`src/rtl/i_fetch_stage_pkg.sv`:
```
// Shared types and constants for the instruction-fetch stage.
package i_fetch_stage_pkg;

   typedef enum logic {
      RUN  = 1'b0,
      HALT = 1'b1
   } fetch_state_e;

   localparam logic [5:0]  HALT_OP_DEFAULT = 6'h3F;
   localparam logic [31:0] NOP_INSTR       = 32'h0000_0000;
   localparam logic [31:0] PC_INCR         = 32'd4;

endpackage : i_fetch_stage_pkg

```
`src/rtl/i_fetch_stage_if_id_reg.sv`:
```
// IF/ID pipeline register: captures the fetched instruction and its PC+4,
// with hold (stall), flush (redirect) and bubble insertion (halted fetch).
module if_id_reg
   import i_fetch_stage_pkg::*;
(
   input  logic        clk,
   input  logic        rst_n_i,
   input  logic        hold_i,
   input  logic        flush_i,
   input  logic        load_i,
   input  logic [31:0] instr_i,
   input  logic [31:0] pc4_i,
   output logic [31:0] instr_o,
   output logic [31:0] pc4_o,
   output logic        valid_o
);

   logic [31:0] instr_q, instr_d;
   logic [31:0] pc4_q, pc4_d;
   logic        valid_q, valid_d;

   // Flush beats hold; pc4 is left untouched by both flush and bubbles.
   always_comb begin
      instr_d = instr_q;
      pc4_d   = pc4_q;
      valid_d = valid_q;
      if (flush_i) begin
         instr_d = NOP_INSTR;
         valid_d = 1'b0;
      end else if (!hold_i) begin
         if (load_i) begin
            instr_d = instr_i;
            pc4_d   = pc4_i;
            valid_d = 1'b1;
         end else begin
            instr_d = NOP_INSTR;
            valid_d = 1'b0;
         end
      end
   end

   always_ff @(posedge clk) begin
      if (!rst_n_i) begin
         instr_q <= NOP_INSTR;
         pc4_q   <= 32'h0;
         valid_q <= 1'b0;
      end else begin
         instr_q <= instr_d;
         pc4_q   <= pc4_d;
         valid_q <= valid_d;
      end
   end

   assign instr_o = instr_q;
   assign pc4_o   = pc4_q;
   assign valid_o = valid_q;

endmodule : if_id_reg

```
`src/rtl/i_fetch_stage.sv`:
```
// Instruction fetch stage: PC register, RUN/HALT control and delivered-
// instruction counter, feeding an IF/ID register toward decode.
module i_fetch_stage
   import i_fetch_stage_pkg::*;
#(
   parameter logic [31:0] RESET_PC = 32'h0000_0000,
   parameter logic [5:0]  HALT_OP  = HALT_OP_DEFAULT
)(
   input  logic        clk,
   input  logic        rst_n,
   input  logic        stall,
   input  logic        redirect,
   input  logic [31:0] redirect_addr,
   output logic [31:0] instr_addr,
   input  logic [31:0] instr_in,
   output logic [31:0] instr_out,
   output logic [31:0] pc4_out,
   output logic        valid_out,
   output logic        halted,
   output logic [31:0] fetch_count
);

   fetch_state_e state_q, state_d;
   logic [31:0]  pc_q, pc_d;
   logic [31:0]  fetch_count_q, fetch_count_d;
   logic [31:0]  pc_plus4;
   logic         fetch_fire;
   logic         is_halt_op;

   assign pc_plus4   = pc_q + PC_INCR;
   assign is_halt_op = (instr_in[31:26] == HALT_OP);
   assign fetch_fire = !redirect && !stall && (state_q == RUN);

   // Priority: redirect, then stall, then halt detection.
   always_comb begin
      state_d       = state_q;
      pc_d          = pc_q;
      fetch_count_d = fetch_count_q;
      if (redirect) begin
         pc_d    = redirect_addr & ~32'd3;
         state_d = RUN;
      end else if (fetch_fire) begin
         fetch_count_d = fetch_count_q + 32'd1;
         if (is_halt_op) begin
            state_d = HALT;
         end else begin
            pc_d = pc_plus4;
         end
      end
   end

   always_ff @(posedge clk) begin
      if (!rst_n) begin
         state_q       <= RUN;
         pc_q          <= RESET_PC;
         fetch_count_q <= 32'h0;
      end else begin
         state_q       <= state_d;
         pc_q          <= pc_d;
         fetch_count_q <= fetch_count_d;
      end
   end

   if_id_reg u_if_id_reg (
      .clk     (clk),
      .rst_n_i (rst_n),
      .hold_i  (stall),
      .flush_i (redirect),
      .load_i  (state_q == RUN),
      .instr_i (instr_in),
      .pc4_i   (pc_plus4),
      .instr_o (instr_out),
      .pc4_o   (pc4_out),
      .valid_o (valid_out)
   );

   assign instr_addr  = pc_q;
   assign halted      = (state_q == HALT);
   assign fetch_count = fetch_count_q;

endmodule : i_fetch_stage

```
`config.mk`:
```
export PLATFORM = sky130hd
export DESIGN_NAME = i_fetch_stage
export DESIGN_NICKNAME = d
export VERILOG_FILES = /design/src/rtl/i_fetch_stage_pkg.sv /design/src/rtl/i_fetch_stage_if_id_reg.sv /design/src/rtl/i_fetch_stage.sv
export SDC_FILE = /design/constraint.sdc
export NUM_CORES = 1
export LEC_CHECK = 0
export ABC_CLOCK_PERIOD_IN_PS = 1900
export CORE_MARGIN = 2
export CORE_UTILIZATION = 41
export CTS_CLUSTER_DIAMETER = 50
export DETAILED_ROUTE_END_ITERATION = 6
export PLACE_DENSITY = 0.77
export SLEW_MARGIN = 30
export SYNTH_ARGS = -nofsm -noshare
export SYNTH_HDL_FRONTEND = slang
export SYNTH_SLANG_ARGS = --single-unit
```
`constraint.sdc`:
```
create_clock -name clk -period 1.9 [get_ports clk]
set_input_delay 0.38 -clock clk [delete_from_list [all_inputs] [get_ports clk]]
set_output_delay 0.38 -clock clk [all_outputs]
set_load 0.05 [all_outputs]
```
==> impl_metrics.env <==
export IMPL_grt_max_degree=38
export IMPL_finalPower_mw=7.462
export IMPL_met2_length_um=8339
export IMPL_worstSetupEndpointType="flop"
export IMPL_insertedDiodeCount=0
export IMPL_setup_slack_ns=0.08768
export IMPL_drive_gt1_frac=0.2297
export IMPL_rr_worst_depth=6
export IMPL_die_w_um=121.2
export IMPL_die_area_um2=14690
export IMPL_ant_nets=0
export IMPL_initial_utilization=0.4218
export IMPL_p_leak_nw=3.592
export IMPL_htree_num_levels=4
export IMPL_grt_pass1_vias=5481
export IMPL_r2r_slack_ns=0.09
export IMPL_worst_setup_path_type="in -> reg"
export IMPL_synth_cell_area_um2=5630
export IMPL_slew_headroom=0.6392
export IMPL_async_flop_share=0
export IMPL_gp_congestion=0.8225
export IMPL_synth_edff_count=0
export IMPL_synthCells=645
export IMPL_yosysTopAreaCellShare=0.4480
export IMPL_drc=0
export IMPL_synth_area_per_cell_um2=8.729
export IMPL_yosysMostFrequentCell="dfxtp_1"
export IMPL_hold_violations=0
export IMPL_synthToLayoutAreaGrowth_pct=50.00
export IMPL_numCtsBuffers=17
export IMPL_wl_per_cell_um=16.34
export IMPL_grt_ovfl_total=0
export IMPL_io_buffers=191
export IMPL_ys_types=51
export IMPL_drt_iter0_drc=421
export IMPL_startpoint="stall"
export IMPL_ys_seq_elements=126
export IMPL_tightest_slew_ns=0.5434
export IMPL_clock_latency_ns=0.42
export IMPL_hp_class="in -> reg"
export IMPL_cp_arrival_ns=2.11
export IMPL_clock_sinks=126
export IMPL_fp_dieH_um=121.2
export IMPL_period_share=0.9539
export IMPL_wirelength_um=17170
export IMPL_gr_usage_all_layers=0.2301
export IMPL_ios=198
export IMPL_wl_met3_um=1402
export IMPL_p_per_area_nw_per_um2=883.6
export IMPL_startpoint_type="primary input"
export IMPL_viasPerCell=5.354
export IMPL_slew_viol_final=0
export IMPL_setup_viol=0
export IMPL_rr_startpoint="instr_addr[9]$_SDFFE_PN0P_"
export IMPL_fp_row_count=42
export IMPL_min_from="rst_n"
export IMPL_finClkSkew_ns=0.006166
export IMPL_clk_pin_slew_worst_paths_ns=0.06
export IMPL_antenna_found_initial=0
export IMPL_synth_seq_area_share=0.4480
export IMPL_dp_slack_ns=-0.3610
export IMPL_status="completed"
export IMPL_cts_buffer_depth=2
export IMPL_cts_tree="built"
export IMPL_first_pass_iters=5
export IMPL_synth_top_area_cell="dfxtp_1"
export IMPL_synth_commonest_cells="dfxtp_1, nor2_1, xor2_1"
export IMPL_clockRootBuffer="clkbuf_16"
export IMPL_ir_drop_v=0.0005474
export IMPL_max_freq_mhz=551.8
export IMPL_crit_required_ns=2.20
export IMPL_synth_warnings=0
export IMPL_met1_length_um=6950
export IMPL_grt_pass1_wl_um=26820
export IMPL_synth_ff_type="dfxtp_1"
export IMPL_crit_fanout=6
export IMPL_nFillCells=1153
export IMPL_dpl_hpwl_um=12190
export IMPL_topRoutingLayerUsed="met4"
export IMPL_maxCapViolations=0
export IMPL_holdPathStages=2
export IMPL_post_route_min_period_ns=1.812
export IMPL_yosys_top_cells_area="dfxtp_1, xor2_1, nor2_1"
export IMPL_core_area_um2=13350
export IMPL_vias=5627
export IMPL_final_net_count=932
-- area by class of cell --
class	instances	area [µm²]	share of cell area
multi-input combinational	470	2912	0.3447
sequential	126	2560	0.3031
timing repair buffer	241	2098	0.2484
clock buffer	21	470.5	0.05570
tap	176	220.2	0.02607
clock inverter	11	162.7	0.01926
inverter	6	22.52	0.002667
-- layout by cell type (no fill, tap or decap), types with 2 or more instances in the layout --
| cell type | synthesis | layout |
|---|---|---|
| buf_4 | 6 | 118 |
| dfxtp_1 | 126 | 100 |
| nor2_1 | 83 | 83 |
| clkdlybuf4s50_1 | 0 | 64 |
| dlygate4sd2_1 | 0 | 52 |
| nand2_1 | 48 | 48 |
| xor2_1 | 49 | 48 |
| o21ai_0 | 42 | 41 |
| a21oi_1 | 37 | 37 |
| a22oi_1 | 33 | 33 |
| nand4_1 | 30 | 30 |
| nand3_1 | 27 | 27 |
| dfxtp_2 | 0 | 24 |
| xnor2_1 | 17 | 17 |
| clkbuf_16 | 0 | 17 |
| and2_1 | 12 | 12 |
| a31oi_1 | 10 | 10 |
| o22ai_1 | 9 | 9 |
| a211oi_1 | 9 | 9 |
| and3_1 | 8 | 8 |
| nand2b_1 | 6 | 6 |
| and4_1 | 6 | 6 |
| inv_1 | 5 | 5 |
| nor4_4 | 4 | 5 |
| mux2i_1 | 5 | 5 |
| buf_12 | 0 | 5 |
| conb_1 | 1 | 4 |
| bufinv_16 | 0 | 4 |
| clkinv_2 | 0 | 4 |
| nor3_2 | 2 | 3 |
| nor3_1 | 4 | 3 |
| clkbuf_8 | 0 | 3 |
| clkinvlp_4 | 0 | 3 |
| or3_1 | 2 | 2 |
| nor3_4 | 2 | 2 |
| o21ai_1 | 1 | 2 |
| dfxtp_4 | 0 | 2 |
-- sequential cells by signal (all words and copies together), names as in the netlist --
signal / count
fetch_count: 32
halted: 1
u_if_id_reg.valid_o: 1
u_if_id_reg.instr_o: 32
u_if_id_reg.pc4_o: 30
instr_addr: 30
-- worst max-delay path, cell delays in order --
cell and delay, ns:
clkdlybuf4s50_1 0.44, buf_4 0.15, buf_4 0.15, nand4bb_4 0.22
nor4_4 0.22, buf_4 0.18, nand3_1 0.09, xor2_1 0.20
nor2_1 0.07
-- layer usage --
metal  up-vias  global-route usage
met5         -                   0
met4         0              0.1121
met3        44             0.07143
met2       229              0.3820
met1      2650              0.2689
li1       2704                   -
-- cells by family after synthesis --
| kind of cell | count (synthesis) | synth area share |
|---|---|---|
| flip-flops | 126 | 0.4480 |
| XOR/XNOR | 66 | 0.1027 |
| adder cells (fa/ha/maj) | 2 | 0.004444 |
| other | 1 | 0.0006660 |
| multiplexers | 5 | 0.008889 |
| buffers and inverters | 52 | 0.04400 |
| AO/OA/AOI/OAI | 148 | 0.1593 |
| AND/OR/NAND/NOR | 245 | 0.2320 |
-- worst paths after layout --
| check | endpoint |
|---|---|
| hold / removal | instr_addr[31]$_SDFFE_PN0P_ |
| hold reg to reg | u_if_id_reg.pc4_o[3]$_SDFFE_PN0P_ |
| setup reg to reg | instr_addr[29]$_SDFFE_PN0P_ |
| setup / recovery | fetch_count[29]$_SDFFE_PN0P_ |
-- power breakdown --
group | internal [mW] | leakage (nW) | switching (mW)
sequential | 2.76 | 1.04 | 0.104
combinational | 0.419 | 2.25 | 0.718
clock | 2.29 | 0.305 | 1.18
total | 5.46 | 3.59 | 2.00
-- per-stage QoR --
stage,setup TNS [ns],hold slack [ns],instances,instance area (µm²),util
after floorplan,0,0.4885,648,5679,-
after global placement,-13.36,0.4553,1018,7826,0.5863
after detailed placement,-17.33,0.4712,1018,7826,0.5863
after CTS,0,0.3108,1050,8394,0.6289
after global routing,-0.005969,0.3488,1051,8446,0.6327
final,0,0.3261,1051,8446,0.6327
-- what timing repair did --
| item | in CTS | in global routing |
|---|---|---|
| pin swaps | 1 | 3 |
| resized for setup | 52 | 7 |
| hold buffers | 0 | 0 |
| buffers inserted | 0 | 1 |
| setup endpoints to repair | 54 | 14 |
| hold endpoints to repair | 0 | 0 |
| cloned | 0 | 0 |
Power figures use the tool's default switching activity.
